[src/rtl/output_fifo_pkg.sv]
// -----------------------------------------------------------------------------
// output_fifo_pkg
// Shared definitions for the multi-lane output FIFO (output_fifo_mc).
//   RD_MODE_ADDR / RD_MODE_RR : encodings of the RD_MODE input
//   lane_lsb()                : bit offset of a lane inside a packed row
// No ports (package).
// -----------------------------------------------------------------------------
package output_fifo_pkg;

    localparam logic RD_MODE_ADDR = 1'b0;  // pop the lane named by RD_SEL
    localparam logic RD_MODE_RR   = 1'b1;  // pop lanes in round-robin order

    // Lane k of a row occupies row[lane_lsb(k, W) +: W].
    function automatic int lane_lsb(input int lane, input int lane_width);
        return lane * lane_width;
    endfunction

endpackage

[src/rtl/outfifo_lane_ptr.sv]
// -----------------------------------------------------------------------------
// outfifo_lane_ptr
// Read pointer and occupancy counter for one FIFO lane. The row memory and
// the shared write pointer live in the top level; this block only tracks how
// far this lane has drained.
// Ports:
//   CLK        in   clock, rising edge
//   rst        in   asynchronous reset, active-high
//   push       in   accepted row write this cycle
//   pop        in   accepted pop of this lane this cycle
//   rd_ptr     out  row index of this lane's oldest word
//   lane_empty out  lane holds 0 words
//   lane_full  out  lane holds DEPTH words
// -----------------------------------------------------------------------------
module outfifo_lane_ptr #(
    parameter int DEPTH  = 4,
    parameter int ADDR_W = $clog2(DEPTH)
) (
    input  logic              CLK,
    input  logic              rst,
    input  logic              push,
    input  logic              pop,
    output logic [ADDR_W-1:0] rd_ptr,
    output logic              lane_empty,
    output logic              lane_full
);

    // One extra bit so that DEPTH words is distinguishable from 0 words.
    logic [ADDR_W:0] count;

    // NOTE: sequential state uses non-blocking assignments so every register
    // samples pre-edge values regardless of statement order.
    always_ff @(posedge CLK or posedge rst) begin
        if (rst) begin
            rd_ptr <= '0;
            count  <= '0;
        end else begin
            // DEPTH is a power of two, so the pointer wraps naturally.
            if (pop)
                rd_ptr <= rd_ptr + 1'b1;
            // Push and pop together leave the occupancy unchanged.
            case ({push, pop})
                2'b10:   count <= count + 1'b1;
                2'b01:   count <= count - 1'b1;
                default: count <= count;
            endcase
        end
    end

    assign lane_empty = (count == '0);
    assign lane_full  = (count == (ADDR_W+1)'(DEPTH));

endmodule

[src/rtl/output_fifo_mc.sv]
// -----------------------------------------------------------------------------
// output_fifo_mc
// N-lane output FIFO for the CIM result path. A write pushes one row
// (NUM_LANES x LANE_WIDTH) into every lane at once; lanes drain independently
// through one registered LANE_WIDTH read port, by explicit lane select or in
// round-robin order.
// Optional feature macro: OUTFIFO_ERR_EN (sticky overflow/underflow flags).
// Ports:
//   CLK        in   clock, rising edge
//   rst        in   asynchronous reset, active-high
//   WR_EN      in   push one row into every lane
//   qin        in   row data, lane k = qin[k*LANE_WIDTH +: LANE_WIDTH]
//   RD_EN      in   pop one word
//   RD_MODE    in   0 = addressed (RD_SEL), 1 = round-robin
//   RD_SEL     in   lane to pop in addressed mode
//   RD_DATA    out  registered read word (holds when no pop)
//   RD_VALID   out  RD_DATA updated by a pop on the last edge
//   full       out  some lane holds DEPTH words
//   empty      out  some lane holds 0 words
//   lane_empty out  per-lane empty
//   err_clr    in   (OUTFIFO_ERR_EN) clear both sticky error flags
//   ovf_err    out  (OUTFIFO_ERR_EN) sticky: write attempted while full
//   udf_err    out  (OUTFIFO_ERR_EN) sticky: read rejected
// -----------------------------------------------------------------------------
module output_fifo_mc
    import output_fifo_pkg::*;
#(
    parameter int LANE_WIDTH = 32,
    parameter int NUM_LANES  = 2,
    parameter int DEPTH      = 4,
    parameter int ADDR_W     = $clog2(DEPTH),
    parameter int SEL_W      = $clog2(NUM_LANES)
) (
    input  logic                            CLK,
    input  logic                            rst,
    input  logic                            WR_EN,
    input  logic [NUM_LANES*LANE_WIDTH-1:0] qin,
    input  logic                            RD_EN,
    input  logic                            RD_MODE,
    input  logic [SEL_W-1:0]                RD_SEL,
    output logic [LANE_WIDTH-1:0]           RD_DATA,
    output logic                            RD_VALID,
    output logic                            full,
    output logic                            empty,
    output logic [NUM_LANES-1:0]            lane_empty
`ifdef OUTFIFO_ERR_EN
    ,
    input  logic                            err_clr,
    output logic                            ovf_err,
    output logic                            udf_err
`endif
);

    localparam int ROW_W = NUM_LANES * LANE_WIDTH;

    logic [ROW_W-1:0]      mem [DEPTH];
    logic [ADDR_W-1:0]     wr_ptr;
    logic [SEL_W-1:0]      rr_lane;
    logic [ADDR_W-1:0]     rd_ptr [NUM_LANES];
    logic [LANE_WIDTH-1:0] head [NUM_LANES];
    logic [NUM_LANES-1:0]  lane_full;
    logic [NUM_LANES-1:0]  pop_vec;
    logic [SEL_W-1:0]      rd_lane;
    logic                  lane_ok;
    logic                  rd_ok;
    logic                  wr_ok;

    assign full  = |lane_full;
    assign empty = |lane_empty;

    // Read and write acceptance both look at pre-edge occupancy, so a read
    // of an empty lane never sees the row being written in the same cycle.
    // NOTE: every always_comb output gets a default first so no path can
    // infer a latch.
    always_comb begin
        pop_vec = '0;
        rd_lane = (RD_MODE == RD_MODE_RR) ? rr_lane : RD_SEL;
        lane_ok = int'(rd_lane) < NUM_LANES;
        rd_ok   = RD_EN && lane_ok && !lane_empty[rd_lane];
        wr_ok   = WR_EN && !full;
        if (rd_ok)
            pop_vec[rd_lane] = 1'b1;
    end

    for (genvar k = 0; k < NUM_LANES; k++) begin : g_lane
        outfifo_lane_ptr #(
            .DEPTH  (DEPTH),
            .ADDR_W (ADDR_W)
        ) u_ptr (
            .CLK        (CLK),
            .rst        (rst),
            .push       (wr_ok),
            .pop        (pop_vec[k]),
            .rd_ptr     (rd_ptr[k]),
            .lane_empty (lane_empty[k]),
            .lane_full  (lane_full[k])
        );

        // Oldest word of lane k.
        assign head[k] = mem[rd_ptr[k]][lane_lsb(k, LANE_WIDTH) +: LANE_WIDTH];
    end

    // NOTE: the row memory has no reset; pointers and counts reset instead,
    // which makes any stale rows unreachable.
    always_ff @(posedge CLK) begin
        if (wr_ok)
            mem[wr_ptr] <= qin;
    end

    always_ff @(posedge CLK or posedge rst) begin
        if (rst) begin
            wr_ptr   <= '0;
            rr_lane  <= '0;
            RD_DATA  <= '0;
            RD_VALID <= 1'b0;
        end else begin
            RD_VALID <= rd_ok;
            if (wr_ok)
                wr_ptr <= wr_ptr + 1'b1;
            if (rd_ok)
                RD_DATA <= head[rd_lane];
            // Only round-robin pops move the round-robin cursor.
            if (rd_ok && RD_MODE == RD_MODE_RR)
                rr_lane <= (rr_lane == SEL_W'(NUM_LANES - 1)) ? '0 : rr_lane + 1'b1;
        end
    end

`ifdef OUTFIFO_ERR_EN
    // Sticky flags; a new error event takes priority over err_clr.
    always_ff @(posedge CLK or posedge rst) begin
        if (rst) begin
            ovf_err <= 1'b0;
            udf_err <= 1'b0;
        end else begin
            if (WR_EN && full)
                ovf_err <= 1'b1;
            else if (err_clr)
                ovf_err <= 1'b0;

            if (RD_EN && !rd_ok)
                udf_err <= 1'b1;
            else if (err_clr)
                udf_err <= 1'b0;
        end
    end
`endif

endmodule
[config.mk]
export PLATFORM = sky130hd
export DESIGN_NAME = output_fifo_mc
export DESIGN_NICKNAME = d
export VERILOG_FILES = /design/src/rtl/output_fifo_pkg.sv /design/src/rtl/outfifo_lane_ptr.sv /design/src/rtl/output_fifo_mc.sv
export SDC_FILE = /design/constraint.sdc
export NUM_CORES = 1
export LEC_CHECK = 0
export ABC_AREA = 0
export BUFFER_PORTS_ARGS = -buffer_cell sky130_fd_sc_hd__buf_2
export CORE_ASPECT_RATIO = 0.6
export CORE_MARGIN = 10
export CORE_UTILIZATION = 59
export DETAILED_ROUTE_END_ITERATION = 12
export GPL_TIMING_DRIVEN = 0
export PLACE_DENSITY = 0.75
export SYNTH_ARGS = -nofsm -noshare
export SYNTH_HDL_FRONTEND = slang
export SYNTH_HIERARCHICAL = 1
export SYNTH_SLANG_ARGS = --single-unit
[constraint.sdc]
create_clock -name CLK -period 3.78 [get_ports CLK]
set_clock_uncertainty 0.15 [all_clocks]
set_input_delay 0.378 -clock CLK [delete_from_list [all_inputs] [get_ports CLK]]
set_output_delay 0.378 -clock CLK [all_outputs]
set_load 0.01 [all_outputs]
==> results.md, run 1 <==
* CP Class: reg2reg
* Met1 Track Usage GR at 0.279
* Final wirelength at roughly 25000 um
* Max-Cap Viols at 0
* Deepest clock path buffer count at 3
* CP max stage delay at 0.62 ns
* Syn avg cell area at 20.5 um^2
* Slew margin rel. at 0.430
* Routed length per placed instance at 24.3 um
* Data required time of the worst path at 4.05 ns
* Hold WC Path Type: in2async
* RSZ-0062 raised after global routing: false
* Post-synth ARST share at 0.152
* Met2 usage at 0.322
* GR Util All Layers at 0.199
* First-pass GRT wire length at between 30000 and 40000 um
* Via count at 6088
* Net Count, Synth at 630
* Final Hold Vio Count at 0
* Worst slew pin tran at about 0.83 ns
* GR peak layer: met2
* R2R Path End: g_lane[0].u_ptr/count[2]
* Status: finished, final reports clean
* Post-synth top flop: edfxtp_1
* Detail Route Antenna Nets at 0
* Reg2reg path depth at 10
* Unique cell type count in the Yosys netlist at 26
* Cts bufs inserted at 27
* Depth of the CTS H-tree at 1
* Post-layout nets at roughly 840
* Rows at 39
* CTS tree: built
* R2R setup slack at 0.52 ns
* Clk slew on worst S/H paths at 0.06 ns
* Commonest non-fill, non-tap cell in the layout: edfxtp_1
* Critical-path cell list: nor3_1 -> nand3b_1 -> clkbuf_1 -> inv_1 -> ha_1 -> inv_1 -> fa_1 -> xor2_1 -> nor2_1 -> xor2_1
* Die height at 127 um
* Initial core utilization at 0.598
* Peak supply drop at around 410 uV
* Worst setup SP type: register
* Synthesis Warnings at 6
* Ranking of synthesized cells by area: edfxtp_1, mux4_2, dfrtp_1
* Crit-path slowest cell: clkbuf_1
* F_max at 307 MHz
* Final setup vio count at 0
* Critical path endpoint category: register
* Finished Layout Cells at 1025
* DRC at 0
* Largest delay share family, worst path: buffers and inverters
* Flop and latch count out of synthesis at about 300
* CP bufs+invs at 3
* I/O Pins at 107
* Post-synth EDFFs at 256
* Leakage at 0.00492 uW
* Initial DRC count at 538
* DR pass1 iterations at 5
* M3 GR Usage at 0.0454
* Worst-Skew Late Latency at 0.54 ns
* Dpl cells at 908
* HPWL after DPL at approximately 15000 um
* # hold bufs at CTS at 66
* Proportion of layout cells with a drive suffix above 1 at 0.308
* Core Region at around 0.019 mm^2
* Post-Synthesis Cells at 552
* DR vias/cell at a little under 6
* Die area at around 0.025 mm^2
* FF-to-FF Start: g_lane[0].u_ptr/count[0]
* Max Fanout on Critical Path at 10
* # resized after CTS at 0
* RD Place Congestion at 0.775
* Final worst-path cycle share at 0.863
* Pin count of the biggest net entering global routing at 55
* Antenna violations before repair at 3
* Area leader, netlist: edfxtp_1
* CTS root buffer: clkbuf_16
* Most frequent cells in the layout: edfxtp_1, buf_2, dlygate4sd3_1
* Postcts setup bufs at 0
* Die X at 199 um
* Grt total ovfl at 0
* Minimum clock period at 3.26 ns
* Register area share after synthesis at 0.780
* Top-area cell type share of the netlist area at 0.679
* Overall power at 10600 uW
* Final-report max-slew violation count at 0
* Clock Sinks at 302
* Port buffer count at approximately 110
* Critical Path AT at about 3.5 ns
* Post-Syn Area at 0.0113 mm^2
* Power density cells at 762 mW/mm^2
* Layout area overhead at 22.3%
* Vias in the first global route at 6545
registers in the layout, indices dropped and copies added (netlist names):
| name | cells |
|---|---|
| mem | 256 |
| wr_ptr | 2 |
| RD_VALID | 1 |
| g_lane.u_ptr/rd_ptr | 4 |
| RD_DATA | 32 |
| rr_lane | 1 |
| g_lane.u_ptr/count | 6 |
metrics by stage:
step | TNS [ns] | setup WS (ns) | area [um^2] | hold slack [ns] | util
6_report | 0 | 0.518 | 13900 | 0.127 | 0.732
5_1_grt | 0 | 0.382 | 13900 | 0.141 | 0.732
4_1_cts | 0 | 0.550 | 13800 | 0.133 | 0.731
3_5_place_dp | 0 | 0.553 | 12300 | 0.128 | 0.650
3_3_place_gp | -212.45 | -0.852 | 12200 | 0.162 | 0.642
2_1_floorplan | 0 | 0.422 | 11300 | 0.00652 | -
worst min-delay path, stage by stage:
cell	delay [ns]
dlygate4sd3_1	0.53
buf_2	0.15
inv_2	0.09
cell families (layout without fill, tap and decap cells):
logic type / count (synthesis) / in the layout / synth area share
AO/OA/AOI/OAI: 65 / 65 / 0.0322
other: 0 / 2 / 0
XOR/XNOR: 12 / 12 / 0.00928
flip-flops: 302 / 302 / 0.780
AND/OR/NAND/NOR: 52 / 52 / 0.0201
multiplexers: 68 / 68 / 0.131
buffers and inverters: 45 / 270 / 0.0173
adder cells (fa/ha/maj): 8 / 8 / 0.0102
worst max-delay path by stage:
stage / start / end / slack (ns) / depth (start not counted)
CTS: g_lane[0].u_ptr/count[0] / g_lane[0].u_ptr/count[2] / 0.55 / 10
finish: g_lane[0].u_ptr/count[0] / g_lane[0].u_ptr/count[2] / 0.52 / 10
floorplan: g_lane[1].u_ptr/count[0] / mem[0][0] / 0.42 / 5
detailed placement: g_lane[0].u_ptr/count[0] / g_lane[0].u_ptr/count[2] / 0.55 / 10
global route: g_lane[0].u_ptr/count[0] / g_lane[0].u_ptr/count[2] / 0.38 / 10
global placement: g_lane[1].u_ptr/count[0] / mem[2][29] / -0.85 / 5
synthesized netlist by cell type, types with 6 or more instances:
| master | number |
|---|---|
| a21oi_1 | 32 |
| buf_2 | 13 |
| clkbuf_1 | 9 |
| dfrtp_1 | 46 |
| edfxtp_1 | 256 |
| ha_1 | 6 |
| inv_1 | 17 |
| mux4_2 | 64 |
| nor2_1 | 35 |
| o22ai_1 | 32 |
| xnor2_1 | 6 |
| xor2_1 | 6 |
routing by layer:
layer	vias to the layer above	part of all wire
li1	2632	-
met4	2	0.011
met1	3164	0.42
met3	27	0.086
met5	-	0.00052
met2	263	0.48
area by class of cell:
class / count / area, um^2
clock inverter: 19 / 189
clock buffer: 30 / 697
antenna: 2 / 5.00
buffer: 28 / 133
sequential: 302 / 8840
fill: 1121 / 5080
multi-input combinational: 205 / 2300
tap: 246 / 308
timing repair buffer: 176 / 1320
inverter: 17 / 63.8
power breakdown:
group	total, uW	switching, uW	internal (uW)
logic	3070	1700	1370
registers	4790	309	4490
clock network	2700	1210	1490
total	10600	3210	7350
Power figures use the tool's default switching activity.
==> run 2: changes to the inputs <==
--- a/config.mk
+++ b/config.mk
@@ -6,7 +6,8 @@
 export NUM_CORES = 1
 export LEC_CHECK = 0
 export ABC_AREA = 0
-export BUFFER_PORTS_ARGS = -buffer_cell sky130_fd_sc_hd__buf_2
+export ABC_CLOCK_PERIOD_IN_PS = 3780
+export BUFFER_PORTS_ARGS = -buffer_cell sky130_fd_sc_hd__buf_4
 export CORE_ASPECT_RATIO = 0.6
 export CORE_MARGIN = 10
 export CORE_UTILIZATION = 59
@@ -15,5 +16,4 @@
 export PLACE_DENSITY = 0.75
 export SYNTH_ARGS = -nofsm -noshare
 export SYNTH_HDL_FRONTEND = slang
-export SYNTH_HIERARCHICAL = 1
 export SYNTH_SLANG_ARGS = --single-unit
==> results.md, run 2 <==
* Status: finished, final reports clean
* Port buffer count at 106 (+0.95%)
* Flop and latch count out of synthesis at 302 (unchanged)
* CTS root buffer: clkbuf_16
* Grt total ovfl at 0 (unchanged)
* CP max stage delay at 0.48 ns (-0.14 ns)
* Reg with most FFs: mem
* Leakage at 0.00544 uW (+11%)
* Pin count of the biggest net entering global routing at 48 (-13%)
* Minimum clock period at 2.89 ns (-0.375 ns)
* Final worst-path cycle share at 0.764 (-0.0992)
* Unique cell type count in the Yosys netlist at 36 (+38%)
* Net Count, Synth at 707 (+12%)
* Number of cells on the critical path at 9 (-1)
* Placement Setup Slack at 0.903 ns (+0.350 ns)
* Area leader, netlist: edfxtp_1
* Cts bufs inserted at 26 (-3.7%)
* Crit-path slowest cell: nor3_1
* Post-synth top flop: edfxtp_1
* Antenna violations before repair at 1 (-2)
* Power density cells at 749 mW/mm^2 (-1.8%)
* CP Class: reg2reg
* Hold WC Path Type: in2reg
* Via count at 6852 (+13%)
* Final Hold Vio Count at 0 (unchanged)
* Die height at 132 um (+3.7%)
* Die X at 207 um (+3.9%)
* Commonest non-fill, non-tap cell in the layout: edfxtp_1
* Final setup margin at 0.893 ns (+0.375 ns)
* Clock Sinks at 302 (unchanged)
* Clk slew on worst S/H paths at 0.06 ns (about the same)
* CP bufs+invs at 2 (-1)
* Post-Syn Area at 0.0123 mm^2 (+8.9%)
* Peak supply drop at 370 uV (-11%)
* Deepest clock path buffer count at 3 (unchanged)
* CTS tree: built
* Final setup vio count at 0 (unchanged)
* Post-synth EDFFs at 256 (unchanged)
* Initial DRC count at 640 (+19%)
* Depth of the CTS H-tree at 1 (unchanged)
* Vias in the first global route at 7228 (+10%)
* Detail Route Antenna Nets at 0 (unchanged)
* DRC at 0 (unchanged)
* Most used cell, CP: xor2_1
* Post-synth top cells: edfxtp_1, mux4_2, dfrtp_1, inv_1
* Top-area cell type share of the netlist area at 0.623 (-0.0553)
* Reg2reg path depth at 9 (-1)
* GR Util All Layers at 0.203 (+0.00347)
* HPWL after DPL at 17900 um (+19%)
* Data required time of the worst path at 4.08 ns (+0.03 ns)
* Worst setup SP type: register
* Max reg flops at 256 (unchanged)
* Slew margin rel. at 0.469 (+0.0391)
* DR vias/cell at 6.07 (+2.3%)
* Critical Path AT at 3.19 ns (-0.34 ns)
* Post-layout nets at 911 (+9.1%)
* Register area share after synthesis at 0.717 (-0.0636)
* Ranking of synthesized cells by area: edfxtp_1, dfrtp_1, mux4_2
* Layout fillers at 1198 (+6.9%)
* Final-report max-slew violation count at 0 (unchanged)
* DR pass1 iterations at 5 (unchanged)
* Largest delay share family, worst path: simple AND/OR/NAND/NOR gates
* Final wirelength at 27600 um (+11%)
* Die area at 0.0273 mm^2 (+7.7%)
* Core Region at 0.0203 mm^2 (+7.1%)
* Count leader, synth: edfxtp_1
* Syn avg cell area at 19.6 um^2 (-4.4%)
* Post-Synthesis Cells at 629 (+14%)
* Setup TNS at 0 ns (unchanged)
* Cell area after layout at 0.0151 mm^2 (+8.8%)
* Top Registers: mem (256), RD_DATA (32), g_lane.u_ptr.count (6)
* Max-Cap Viols at 0 (unchanged)
* Worst-Skew Late Latency at 0.53 ns (about the same)
* Max Fanout on Critical Path at 8 (-2)
* Area after DPL at 0.0136 mm^2 (+11%)
* Overall power at 11300 uW (+6.9%)
* Layout area overhead at 22.2% (about the same)
* Initial core utilization at 0.609 (+0.0102)
* RSZ-0062 raised after global routing: false
* RD Place Congestion at 0.821 (+5.9%)
* F_max at 346 MHz (+13%)
* Most frequent cells in the layout: edfxtp_1, buf_4, dlygate4sd3_1
* First-pass GRT wire length at 42600 um (+11%)
* Core Util, Final at 0.744 (+0.0120)
* Critical path endpoint category: register
* WHS Path Cells at 3
* Worst slew pin tran at 0.796 ns (-0.0349 ns)
* Critical-path cell list: or3_4 -> clkinv_1 -> nor3_1 -> ha_1 -> inv_1 -> fa_1 -> xor2_1 -> nor2_1 -> xor2_1
* Post-synth ARST share at 0.152 (unchanged)
* Synthesis Warnings at 0 (-6)
* Routed length per placed instance at 24.5 um (+0.89%)
* Postcts setup bufs at 0 (unchanged)
* I/O Pins at 107 (unchanged)
* Proportion of layout cells with a drive suffix above 1 at 0.348 (+0.0406)
* Rows at 40 (+2.6%)
[run 2: changes by cell type in the layout (fill, tap and decap cells not counted), sizes merged, moves of 4 or more]
cell,delta
a211oi,+32
buf,+7
a21oi,-32
o22ai,-32
inv,+25
nor2,-30
clkbuf,+21
o41ai,+33
clkinv,-4
nor4,+32
or2,+30
[run 2: cells by family (layout without fill, tap and decap cells)]
family	Yosys count	in the layout	share of synthesized area
simple gates	80	80	0.0400
fa+ha+maj	8	8	0.00933
compound gates	68	68	0.0615
flops	302	302	0.717
mux	70	70	0.128
xor+xnor	11	11	0.00781
other cells	0	2	0
buf+inv	90	314	0.0365
[run 2: worst reg2reg max path: cells and delay by family, from the launching register on]
| kind | cells | cell delay [ns] |
|---|---|---|
| and+or+nand+nor | 3 | 0.80 |
| adders and majority gates | 2 | 0.72 |
| buffers and inverters | 2 | 0.38 |
| DFF | 1 | 0.43 |
| xor gates and xnor gates | 2 | 0.32 |
[run 2: path summary, 6_finish.rpt]
check	startpoint	end	slack (ns)
setup / recovery	g_lane[1].u_ptr.count[2]	g_lane[1].u_ptr.count[2]	0.89
hold / removal	RD_MODE	rr_lane	0.03
setup reg to reg	g_lane[1].u_ptr.count[2]	g_lane[1].u_ptr.count[2]	0.89
hold reg to reg	g_lane[0].u_ptr.count[0]	g_lane[0].u_ptr.count[0]	0.38
max in group asynchronous	rst	RD_DATA[13]	2.56
min in group asynchronous	rst	RD_DATA[30]	0.33
[run 2: where the power goes]
group | internal (uW) | total (uW) | leakage [uW] | switching [uW]
registers | 4500 | 4840 | 0.00286 | 344
clock network | 1430 | 2560 | 0.000389 | 1130
logic | 1800 | 3890 | 0.00219 | 2080
total | 7730 | 11300 | 0.00544 | 3560
[run 2: area by class of cell]
class | count | area (um^2) | area share
sequential | 302 | 8840 | 0.586
multi-input combinational | 237 | 3060 | 0.203
timing repair buffer | 176 | 1580 | 0.105
clock buffer | 42 | 752 | 0.0499
tap | 273 | 342 | 0.0227
buffer | 43 | 273 | 0.0181
inverter | 47 | 178 | 0.0118
clock inverter | 6 | 55.1 | 0.00365
antenna | 2 | 5.00 | 0.000332
[run 2: per-stage QoR]
step | hold slack (ns) | instances
3_3_place_gp | 0.352 | 1008
2_1_floorplan | 0.327 | 629
3_5_place_dp | 0.320 | 1013
4_1_cts | 0.0134 | 1126
6_report | 0.0296 | 1128
5_1_grt | 0.0327 | 1127
[run 2: timing repair]
item,in CTS,in global routing
gates resized for setup,0,0
hold buffers,65,0
hold endpoints to repair,275,0
[run 2: layer usage]
metal	part of all wire	GRT usage
met1	0.43	0.290
met2	0.47	0.313
met3	0.082	0.0449
met4	0.019	0.0460
met5	0	0
==> run 3: changes to the inputs <==
--- a/config.mk
+++ b/config.mk
@@ -6,7 +6,7 @@
 export NUM_CORES = 1
 export LEC_CHECK = 0
 export ABC_AREA = 0
-export ABC_CLOCK_PERIOD_IN_PS = 3780
+export ABC_CLOCK_PERIOD_IN_PS = 2800
 export BUFFER_PORTS_ARGS = -buffer_cell sky130_fd_sc_hd__buf_4
 export CORE_ASPECT_RATIO = 0.6
 export CORE_MARGIN = 10
==> constraint.sdc (replaced) <==
create_clock -name CLK -period 2.8 [get_ports CLK]
set_clock_uncertainty 0.15 [all_clocks]
set_input_delay 0.28 -clock CLK [delete_from_list [all_inputs] [get_ports CLK]]
set_output_delay 0.28 -clock CLK [all_outputs]
set_load 0.01 [all_outputs]
==> results.md, run 3 (same netlist as run 2, synthesis figures left out) <==
* Most frequent cells in the layout: edfxtp_1, buf_4, dlygate4sd3_1
* GR Util All Layers at 0.211 (+0.00841)
* P_int at 10800 uW (+39%)
* Max reg flops at 256 (unchanged)
* Vias in the first global route at 7588 (+5.0%)
* Clock power share at 0.245 (+0.018)
* HP Start: WR_EN
* I/O Pins at 107 (unchanged)
* RD Place Congestion at 0.819 (-0.19%)
* Post-layout nets at 913 (+0.22%)
* Deepest clock path buffer count at 3 (unchanged)
* Worst hold slack at 0.0477 ns (+0.0182 ns)
* Sw Pwr at 4940 uW (+39%)
* Grt total ovfl at 0 (unchanged)
* DR pass1 iterations at 5 (unchanged)
* Cts bufs inserted at 27 (+3.8%)
* HPWL after DPL at 18200 um (+1.4%)
* Slew margin rel. at 0.405 (-0.0640)
* R2R setup slack at 0.16 ns (-0.73 ns)
* Pin count of the biggest net entering global routing at 49 (+2.1%)
* Most used cell, CP: buf_4
* Rows at 40 (unchanged)
* Via count at 6992 (+2.0%)
* Leakage at 0.00551 uW (+1.3%)
* Crit-path slowest cell: or3_4
* Die X at 207 um (unchanged)
* CTS tree: built
* DR vias/cell at 6.19 (+2.0%)
* Combinational share of power at 0.338 (-0.006)
* Antenna violations before repair at 2 (+1)
* Power density cells at 1030 mW/mm^2 (+38%)
* Final wirelength at 28600 um (+3.5%)
* Routed length per placed instance at 25.4 um (+3.4%)
* Top Registers: mem (256), RD_DATA (32), g_lane.u_ptr.count (6)
* Worst-Skew Late Latency at 0.53 ns (about the same)
* RSZ-0062 raised after global routing: false
* Max Fanout on Critical Path at 10 (+2)
* Max-Cap Viols at 0 (unchanged)
* First-pass GRT wire length at 44500 um (+4.6%)
* Initial core utilization at 0.609 (unchanged)
* Proportion of layout cells with a drive suffix above 1 at 0.362 (+0.0140)
* CP max stage delay at 0.46 ns (-0.02 ns)
* Peak supply drop at 807 uV (+120%)
* CTS root buffer: clkbuf_16
* Port buffer count at 106 (unchanged)
* Net Sw Frac at 0.314 (-0.000836)
* Placement Setup Slack at -0.00231 ns (-0.905 ns)
* Reg2reg path depth at 9 (unchanged)
* Final setup vio count at 0 (unchanged)
* CP Class: reg2out
* Final Hold Vio Count at 0 (unchanged)
* Clock Sinks at 302 (unchanged)
* Worst slew pin tran at 0.892 ns (+0.0961 ns)
* FF-to-FF Start: g_lane[1].u_ptr.count[2]
* Hold WC Path Type: in2reg
* Layout fillers at 1181 (-1.4%)
* Die area at 0.0273 mm^2 (unchanged)
* F_max at around 380 MHz
* Initial DRC count at 516 (-19%)
* Commonest non-fill, non-tap cell in the layout: edfxtp_1
* Overall power at 15700 uW (+39%)
* Core Util, Final at 0.751 (+0.00698)
* Reg power frac at 0.417 (-0.012)
* WHS Path Cells at 4 (+1)
* Diodes inserted at 0 (-2)
* Minimum clock period at 2.65 ns
* Layout area overhead at 23.4%
* Core Region at 0.0203 mm^2 (unchanged)
* Hold endpoint: wr_ptr[0]
* Finished Layout Cells at 1129 (+0.089%)
* R2R Path End: g_lane[1].u_ptr.count[2]
* Clk slew on worst S/H paths at 0.06 ns (about the same)
* Final worst-path cycle share at 0.948
* Worst setup SP type: register
* Data required time of the worst path at 2.37 ns (-1.71 ns)
* Detail Route Antenna Nets at 0 (unchanged)
* Critical Path AT at 2.22 ns (-0.97 ns)
* Final setup margin at 0.146 ns (-0.747 ns)
* Critical path endpoint category: output pin
* Final-report max-slew violation count at 0 (unchanged)
* Depth of the CTS H-tree at 1 (unchanged)
* Dpl cells at 1013 (unchanged)
* DRC at 0 (unchanged)
* Status: finished, final reports clean
* Critical-path cell list: or3_4 -> clkinv_1 -> buf_2 -> buf_4 -> buf_4
* Reg with most FFs: mem
* Die height at 132 um (unchanged)
[run 3: cell count changes in the layout (fill, tap and decap cells not counted), sizes merged, moves of 2 or more]
cell	change
clkinvlp	+2
clkbuf	-6
clkinv	+2
bufinv	+3
diode	-2
[run 3: critical path: cells and delay by family, from the launching register on]
kind	cells	cell delay [ns]
flip-flops	1	0.43
buffers and inverters	4	0.81
AND/OR/NAND/NOR	1	0.46
[run 3: cell type report]
type,count,area [um^2],area share
Sequential cell,302,8840,0.581
Multi-Input combinational cell,237,3070,0.202
Timing Repair Buffer,177,1580,0.104
Clock buffer,36,759,0.0499
Tap cell,273,342,0.0224
Buffer,43,273,0.0179
Inverter,47,178,0.0117
Clock inverter,14,175,0.0115
[run 3: per-stage QoR]
| stage | setup TNS [ns] | area, um^2 |
|---|---|---|
| after floorplan | 0 | 12300 |
| after global placement | -67.72 | 13500 |
| after detailed placement | -0.00231 | 13600 |
| after CTS | 0 | 15200 |
| after global routing | 0 | 15200 |
| final | 0 | 15200 |
[run 3: layer usage]
metal	GRT usage	vias up	wire length [um]
met5	0	-	13
met1	0.305	3604	12300
met3	0.0449	48	2460
met4	0.0452	2	533
met2	0.325	355	13300
li1	-	2983	-
[run 3: what timing repair did]
item	CTS	global route
hold buffers	66	0
pin swaps	0	0
buffers inserted	0	0
endpoints found under the setup margin	1	2
endpoints found under the hold margin	281	0
gates resized for setup	1	2
[run 3: worst max path at each step]
stage	startpoint	endpoint	slack, ns	depth (start not counted)
after floorplan	g_lane[1].u_ptr.count[0]	mem[0][0]	0.45	3
after global placement	g_lane[1].u_ptr.count[0]	mem[3][16]	-0.28	3
after detailed placement	RD_EN	g_lane[1].u_ptr.count[2]	-0.002	10
after CTS	g_lane[1].u_ptr.count[2]	g_lane[1].u_ptr.count[2]	0.15	9
after global routing	g_lane[1].u_ptr.count[2]	g_lane[1].u_ptr.count[2]	0.03	9
final	g_lane[1].u_ptr.count[2]	lane_empty[1]	0.15	5
[run 3: power groups by stage]
stage | clock network, uW | logic, uW | registers [uW]
after floorplan | 0 | 3350 | 6580
after global placement | 0 | 4920 | 6600
after detailed placement | 0 | 5190 | 6630
after CTS | 3900 | 5330 | 6550
after global routing | 4070 | 5690 | 6650
final | 3860 | 5310 | 6560
